<file path="src/rtl/usb_upload_arbiter.sv">
// Round-robin burst scheduler feeding N_SRC channel FIFOs into the shared USB upload FIFO.
// Every burst is prefixed by one {tag, source, length} header word; flush drains partial bursts.
module usb_upload_arbiter #(
  parameter int unsigned N_SRC      = 4,
  parameter int unsigned BURST_LEN  = 64,
  parameter logic [3:0]  HEADER_TAG = 4'hA
) (
  input  logic                clk,
  input  logic                reset,
  input  logic                Acq_Start_Stop,
  input  logic [N_SRC*14-1:0] src_rd_data_count,
  input  logic [N_SRC*16-1:0] src_dout,
  output logic [N_SRC-1:0]    src_rd_en,
  input  logic                out_full,
  output logic                out_wr_en,
  output logic [15:0]         out_din,
  output logic [1:0]          cur_src,
  output logic                busy,
  output logic                flush_done
);

  localparam int unsigned CNT_W = 14;
  localparam int unsigned DAT_W = 16;
  localparam int unsigned LEN_W = 10;
  localparam int unsigned SRC_W = 2;

  typedef enum logic [1:0] {
    ARB_IDLE   = 2'd0,
    ARB_HEADER = 2'd1,
    ARB_BURST  = 2'd2,
    ARB_DONE   = 2'd3
  } arb_state_e;

  arb_state_e         state_q, state_d;
  logic [SRC_W-1:0]   g_q, g_d;
  logic [SRC_W-1:0]   ptr_q, ptr_d;
  logic [LEN_W-1:0]   left_q, left_d;
  logic [DAT_W-1:0]   hdr_q, hdr_d;
  logic [SRC_W-1:0]   cur_src_q, cur_src_d;
  logic [N_SRC-1:0]   rd_en_q, rd_en_d;
  logic               wr_en_q, wr_en_d;
  logic               busy_q, busy_d;
  logic               flush_done_q, flush_done_d;

  logic [CNT_W-1:0]   cnt_a  [N_SRC];
  logic [DAT_W-1:0]   dout_a [N_SRC];
  logic [N_SRC-1:0]   elig;
  logic               grant_vld;
  logic [SRC_W-1:0]   grant;
  logic [SRC_W-1:0]   cand;
  logic [LEN_W-1:0]   grant_len;

  // Per-source views of the flattened buses and eligibility for the current mode.
  for (genvar i = 0; i < N_SRC; i++) begin : g_src
    assign cnt_a[i]  = src_rd_data_count[CNT_W*i +: CNT_W];
    assign dout_a[i] = src_dout[DAT_W*i +: DAT_W];
    assign elig[i]   = Acq_Start_Stop ? (cnt_a[i] >= CNT_W'(BURST_LEN))
                                      : (cnt_a[i] != '0);
  end

  // First eligible source after the last one served; flush bursts shrink to the available count.
  always_comb begin
    grant_vld = 1'b0;
    grant     = '0;
    cand      = '0;
    for (int k = 1; k <= int'(N_SRC); k++) begin
      cand = SRC_W'((32'(ptr_q) + 32'(k)) % N_SRC);
      if (!grant_vld && elig[cand]) begin
        grant_vld = 1'b1;
        grant     = cand;
      end
    end
    grant_len = LEN_W'(BURST_LEN);
    if (!Acq_Start_Stop && (cnt_a[grant] < CNT_W'(BURST_LEN)))
      grant_len = LEN_W'(cnt_a[grant]);
  end

  // left counts data writes still owed; a read is issued while more than one write remains ahead.
  always_comb begin
    state_d   = state_q;
    g_d       = g_q;
    ptr_d     = ptr_q;
    left_d    = left_q;
    hdr_d     = hdr_q;
    cur_src_d = cur_src_q;

    case (state_q)
      ARB_IDLE: begin
        if (!out_full && grant_vld) begin
          state_d   = ARB_HEADER;
          g_d       = grant;
          left_d    = grant_len;
          cur_src_d = grant;
          hdr_d     = {HEADER_TAG, grant, grant_len};
        end
      end
      ARB_HEADER: state_d = ARB_BURST;
      ARB_BURST: begin
        left_d = left_q - LEN_W'(1);
        if (left_q == LEN_W'(1))
          state_d = ARB_DONE;
      end
      ARB_DONE: begin
        ptr_d   = g_q;
        state_d = ARB_IDLE;
      end
      default: state_d = ARB_IDLE;
    endcase

    wr_en_d = (state_d == ARB_HEADER) || (state_d == ARB_BURST);
    busy_d  = (state_d != ARB_IDLE);
    rd_en_d = '0;
    if ((state_d == ARB_HEADER) || ((state_d == ARB_BURST) && (left_d > LEN_W'(1))))
      rd_en_d[g_d] = 1'b1;
    flush_done_d = !Acq_Start_Stop && (src_rd_data_count == '0) && (state_q == ARB_IDLE);
  end

  always_ff @(posedge clk or posedge reset) begin
    if (reset) begin
      state_q      <= ARB_IDLE;
      g_q          <= '0;
      ptr_q        <= SRC_W'(N_SRC - 1);
      left_q       <= '0;
      hdr_q        <= '0;
      cur_src_q    <= '0;
      rd_en_q      <= '0;
      wr_en_q      <= 1'b0;
      busy_q       <= 1'b0;
      flush_done_q <= 1'b0;
    end else begin
      state_q      <= state_d;
      g_q          <= g_d;
      ptr_q        <= ptr_d;
      left_q       <= left_d;
      hdr_q        <= hdr_d;
      cur_src_q    <= cur_src_d;
      rd_en_q      <= rd_en_d;
      wr_en_q      <= wr_en_d;
      busy_q       <= busy_d;
      flush_done_q <= flush_done_d;
    end
  end

  // Data must pass straight through: the source FIFO already spends the one cycle of latency.
  always_comb begin
    out_din = '0;
    if (state_q == ARB_HEADER)
      out_din = hdr_q;
    else if (state_q == ARB_BURST)
      out_din = dout_a[g_q];
  end

  assign src_rd_en  = rd_en_q;
  assign out_wr_en  = wr_en_q;
  assign cur_src    = cur_src_q;
  assign busy       = busy_q;
  assign flush_done = flush_done_q;

endmodule

</file>
<file path="config.mk">
export PLATFORM = sky130hd
export DESIGN_NAME = usb_upload_arbiter
export DESIGN_NICKNAME = d
export VERILOG_FILES = /design/src/rtl/usb_upload_arbiter.sv
export SDC_FILE = /design/constraint.sdc
export NUM_CORES = 1
export LEC_CHECK = 0
export BUFFER_PORTS_ARGS = -buffer_cell sky130_fd_sc_hd__buf_2
export CAP_MARGIN = 10
export CELL_PAD_IN_SITES_DETAIL_PLACEMENT = 0
export CELL_PAD_IN_SITES_GLOBAL_PLACEMENT = 1
export CORE_UTILIZATION = 37
export CTS_BUF_LIST = sky130_fd_sc_hd__clkbuf_8
export DETAILED_ROUTE_END_ITERATION = 8
export GPL_ROUTABILITY_DRIVEN = 0
export PLACE_DENSITY_LB_ADDON = 0.1
export SKIP_CTS_REPAIR_TIMING = 1
export SYNTH_ARGS = -nofsm -noshare
export SYNTH_HDL_FRONTEND = slang
export SYNTH_SLANG_ARGS = --single-unit
</file>
<file path="constraint.sdc">
create_clock -name clk -period 8.4 [get_ports clk]
set_clock_uncertainty 0.15 [all_clocks]
set_input_delay 0.42 -clock clk [delete_from_list [all_inputs] [get_ports clk]]
set_output_delay 0.42 -clock clk [all_outputs]
set_load 0.02 [all_outputs]
</file>
**Word level (Yosys, flattened, before mapping)**

Cells that the tools add are included.

- Add/subtract/negate cells: 5
- $lt $le $gt $ge: 14
- Equal/unequal tests: 6
- Multiplexer cells: 39
- Bitwise operators: 2
- Reductions and logical operators: 24

Operators by type and width:

| operator | count |
|---|---|
| two-way mux 16 bit | 4 |
| greater-or-equal comparator 14 x 7 -> 1 bit (second input constant) | 4 |
| zero test 56 bit | 1 |
| nonzero test 14 bit | 4 |
| binary-select mux 16 bit (select 2 bit) | 1 |
| binary-select mux 14 bit (select 2 bit) | 1 |
| two-way mux 14 bit | 2 |
| two-way mux 10 bit | 2 |
| case mux 10 bit (2 select lines) | 1 |
| two-way mux 2 bit | 8 |
| less-than comparator 2 x 3 -> 1 bit (second input constant) | 5 |
| less-than comparator 14 x 7 -> 1 bit (second input constant) | 1 |
| two-way mux 1 bit | 13 |
| == test 10 x 1 -> 1 bit (second input constant) | 1 |
| greater-than comparator 10 x 1 -> 1 bit (second input constant) | 1 |
| subtractor 10 x 1 -> 10 bit (second input constant) | 1 |
| logical AND 1 bit | 9 |
| binary-select mux 1 bit (select 2 bit) | 4 |
| case mux 2 bit (4 select lines) | 1 |
| == test 2 bit (second input constant) | 3 |
| greater-or-equal comparator 3 bit (second input constant) | 2 |
| NOT 2 -> 3 bit | 2 |
| zero test 1 bit | 5 |
| adder 2 x 1 -> 2 bit (second input constant) | 2 |
| other kinds (9) | 12 |

- Register bits after elaboration: 38
- Bits of input ports: 124
- Output and inout bits: 25
- Word-level logic and storage cells: 100

**Logic depth before layout (Yosys ltp)**

- Depth after elaboration: 27
- Mapped depth: 12
- Mapped depth without buffers: 12

**Worst setup path after synthesis**

No wires, ideal clock.

- Path type: input port to flip-flop
- Start: input port src_rd_data_count[11]
- End: register rd_en_q[1], in the netlist src_rd_en[1]
- Library setup time: 0.136 ns
- Arrival: 2.951 ns
- Required time: 8.114 ns
- Slack: 5.163 ns
- Cell stages on the path: 11
- Buffers on the path: 1
- Cells stage by stage: or4_4 > or2_1 > a211o_1 > a21bo_2 > and2_1 > buf_6 > mux2_4 > a31oi_1 > a21boi_1 > o31ai_4 > a211oi_1

- Longest elaborated chain between the ends: 27
- Elaborated cells on any way between the ends: 50
- Those cells by class: order compare: 5; eq/ne: 2; mux: 30; bitwise: 1; reduce/logical: 12

RTL lines:

| element | RTL line | text |
|---|---|---|
| start: declaration | 11 | `input logic [N_SRC*14-1:0] src_rd_data_count,` |
| greater-or-equal comparator 14 x 7 -> 1 bit or nonzero test 14 bit (tied branches) | 57, 58 |  |
| two-way mux 1 bit | 57 | `assign elig[i] = Acq_Start_Stop ? (cnt_a[i] >= CNT_W'(BURST_LEN))` |
| binary-select mux 1 bit (select 2 bit) | 68 | `if (!grant_vld && elig[cand]) begin` |
| two-way mux 1 bit (implied by the code) | 68 |  |
| two-way mux 1 bit | 68 |  |
| zero test 1 bit | 68 |  |
| logical AND 1 bit | 68 |  |
| two-way mux 1 bit | 68 |  |
| (+12 left out) | -- |  |
| two-way mux 10 bit | 74 | `if (!Acq_Start_Stop && (cnt_a[grant] < CNT_W'(BURST_LEN)))` |
| two-way mux 10 bit | 89 | `if (!out_full && grant_vld) begin` |
| case mux 10 bit (2 select lines) | 87 | `case (state_q)` |
| greater-than comparator 10 x 1 -> 1 bit | 113 | `if ((state_d == ARB_HEADER) \|\| ((state_d == ARB_BURST) && (left_d > LEN_W'(1))))` |
| logical AND 1 bit | 113 |  |
| logical OR 1 bit | 113 |  |
| two-way mux 4 bit * | 113 |  |
| named net rd_en_d[1] | 40 | `logic [N_SRC-1:0] rd_en_q, rd_en_d;` |
| end signal: assignment | 137 | `rd_en_q <= rd_en_d;` |
| end: declaration | 40 |  |

Mark *: on every way through the listed nets, which the timed path passes. The rest lies on a longest branch. The select of a mux whose other input is x is not followed.
A chain may end at the register's enable or synchronous reset.

**Worst setup path in the final report**

- Start: input port src_rd_data_count[11]
- End: register rd_en_q[3], in the netlist src_rd_en[3]

The elaborated chain is that of the path after synthesis.

==> results.json <==
{
  "die-area_sq_um": 8100,
  "dp_cells": 520,
  "max_freq_mhz": 269,
  "worstPathRequired_ns": 8.39,
  "power_frac_clock_pct": 10.0,
  "ir_drop_mv": 0.163,
  "vias": 2811,
  "yosysTopAreaCellShare_pct": 29.7,
  "clock_latency_ns": 0.29,
  "dp_slack_ns": 4.41,
  "drc_errors": 0,
  "synth_flop_cell": "dfrtp_1",
  "swShare_pct": 47.6,
  "p_leak_nw": 1.86,
  "setup_viol": 0,
  "root_buffer": "clkbuf_8",
  "num_rows": 31,
  "relSlewSlack_pct": 32.0,
  "layout-drive-gt1-share_pct": 45.8,
  "clockBufferDepth": 2,
  "drtIter0Drc": 115,
  "worstPathArrival_ns": 3.70,
  "synth_top_area_cell": "dfrtp_1",
  "wl_per_cell_microns": 15.8,
  "area_growth_pct": 30.6,
  "fin_tns_setup_ns": 0,
  "ys_ff_latch": 36,
  "p_int_mw": 0.620,
  "cts_buffers": 5,
  "grt_pass1_vias": 2809,
  "power_density_nw_per_um2": 317,
  "wl_mm": 8.35,
  "synth.top_cells.by_area": "dfrtp_1 30%, mux4_2 13%, mux2i_1 6.6%, a22o_1 5.2%, nand2_1 4.5%",
  "fin_area_sq_um": 3740,
  "die_y_microns": 90.0,
  "start_util_pct": 38.9,
  "worst_slew_pin_slew_ns": 1.02,
  "ys_seq_area_share_pct": 31.5,
  "hp-class": "in -> async",
  "fin_crit_ns": 3.71,
  "combinationalPowerShare_pct": 63.6,
  "worst_setup_path_start_kind": "input pin",
  "worst-setup-path-type": "in -> reg",
  "fin_nets": 561,
  "hpwl_mm": 6.73,
  "hold_viol": 0,
  "whs_ns": 0.0746,
  "finish.utilization_pct": 50.8,
  "place_area_sq_um": 3660,
  "crit_path_end_kind": "register",
  "status": "completed",
  "grt_pass1_wl_mm": 13.7,
  "ios": 149,
  "synthesis.nets": 417,
  "crit_fanout": 15,
  "via_per_inst": 5.33,
  "clk_pin_slew_ns": 0.08,
  "core_area_sq_um": 7370,
  "seqPwrFrac_pct": 26.3,
  "grt_usage_pct": 21.1,
  "cts_tree": "built",
  "syn_area_sq_um": 2870,
  "dr.pass1.iters": 5,
  "ant_nets": 0,
  "ys_types": 56,
  "synth_edf_count": 0,
  "htree_num_levels": 2,
  "clock-sinks": 36,
  "synth_warnings": 0,
  "syn_avg_cell_area_sq_um": 10.1,
  "synth.top_cells.by_count": "34 x dfrtp_1, 34 x nand2_1, 20 x nor2_1",
  "slew_viol_final": 0,
  "fin_crit_sh_pct": 44.2,
  "maxCapViolations": 0,
  "rsz0062_at_grt": "false",
  "diodes": 0,
  "stdcell_count": 527,
  "syn_inst": 284,
  "grt_max_degree": 37,
  "antenna_found_initial": 0,
  "grt.overflow.total": 0,
  "worst_slack_ns": 4.69,
  "async_flop_share_pct": 100,
  "die_x_microns": 90.0,
  "total_power_mw": 1.18,
  "switchingPower_mw": 0.564,
  "port_buffers": 148
}
[placed cells by master, fill, tap and decap left out, types with 2 or more instances in the layout]
master and instances:
nand4_1 5, buf_2 148, a41oi_1 2, mux2_2 3, o21a_1 2, mux4_2 16, nor3b_1 2, buf_4 2
nand2_1 34, ha_1 9, and2_2 2, a21o_2 3, a21bo_2 2, nor3_1 4, a211oi_1 6, xnor2_1 3
a22oi_1 2, dfrtp_1 34, nor2_1 20, inv_1 17, a31oi_1 4, o21ai_0 5, a22o_1 17, mux2i_1 19
and2_1 7, o211ai_1 5, clkbuf_8 5, or4_4 2, a21oi_1 6, xor2_1 4, nand3_1 3, nor4_1 11
dfstp_2 2
[path summary, 6_finish.rpt]
kind                                             from  slack (ns)                      to  cells after the start
worst max register to register   state_q[0]$_DFF_PP0_        5.02  src_rd_en[3]$_DFF_PP0_                     12
worst max-delay path            src_rd_data_count[11]        4.69  src_rd_en[3]$_DFF_PP0_                     11
min in group clk                src_rd_data_count[46]        0.24    flush_done$_DFF_PP0_                      4
worst min-delay path                            reset        0.07     left_q[3]$_DFF_PP0_                      3
worst min register to register   hdr_q[2]$_DFFE_PP0P_        0.33    hdr_q[2]$_DFFE_PP0P_                      2
max in group asynchronous                       reset        7.68    ptr_q[0]$_DFFE_PP1N_                      3
[area by class of cell]
cell class                      count  area [sq um]
Clock inverter                      2          8.76
Fill cell                         730          3630
Clock buffer                        5          68.8
Inverter                           16          60.1
Multi-Input combinational cell    219          1820
Tap cell                           99           124
Timing Repair Buffer              150           756
Sequential cell                    36           903
[routing by layer]
metal  wire (microns)  vias to the layer above  track usage (%)  share of wire [%]
met2             4040                       83             35.6                 48
li1                 -                     1363                -                  -
met1             3780                     1355             28.1                 45
met5                0                        -                0                  0
met4              101                        0             5.51                1.2
met3              425                       10             3.64                5.1
[critical path, stage by stage]
cell	delay [ns]
buf_2	0.09
or4_4	0.54
nor2_2	0.18
nand4_1	0.15
a311oi_4	0.89
mux2i_1	0.24
mux2_4	0.34
a31oi_1	0.23
nand4_1	0.19
o31ai_4	0.31
a211oi_1	0.13
[power by group through the flow]
stage | clock, mW | sequential (mW) | combinational, mW
CTS | 0.123 | 0.313 | 0.760
floorplan | 0 | 0.278 | 0.603
detailed placement | 0 | 0.315 | 0.757
global route | 0.129 | 0.325 | 0.821
global placement | 0 | 0.317 | 0.751
finish | 0.119 | 0.312 | 0.754
[flip-flops by register name, summed over array words and instances (netlist names)]
name        flops
ptr_q           2
flush_done      1
src_rd_en       4
cur_src         1
hdr_q          12
state_q         2
busy            1
g_q             2
left_q         10
out_wr_en       1
[cells by family after synthesis]
family | count (synthesis) | synth area share [%]
DFF | 36 | 31.5
and+or+nand+nor | 101 | 18.2
xor gates and xnor gates | 7 | 2.14
AOI/OAI and AO/OA | 63 | 18.3
buffers and inverters | 29 | 4.93
adders and majority gates | 9 | 3.93
muxes | 39 | 20.9
No activity file was read; power rests on OpenSTA's default activity.
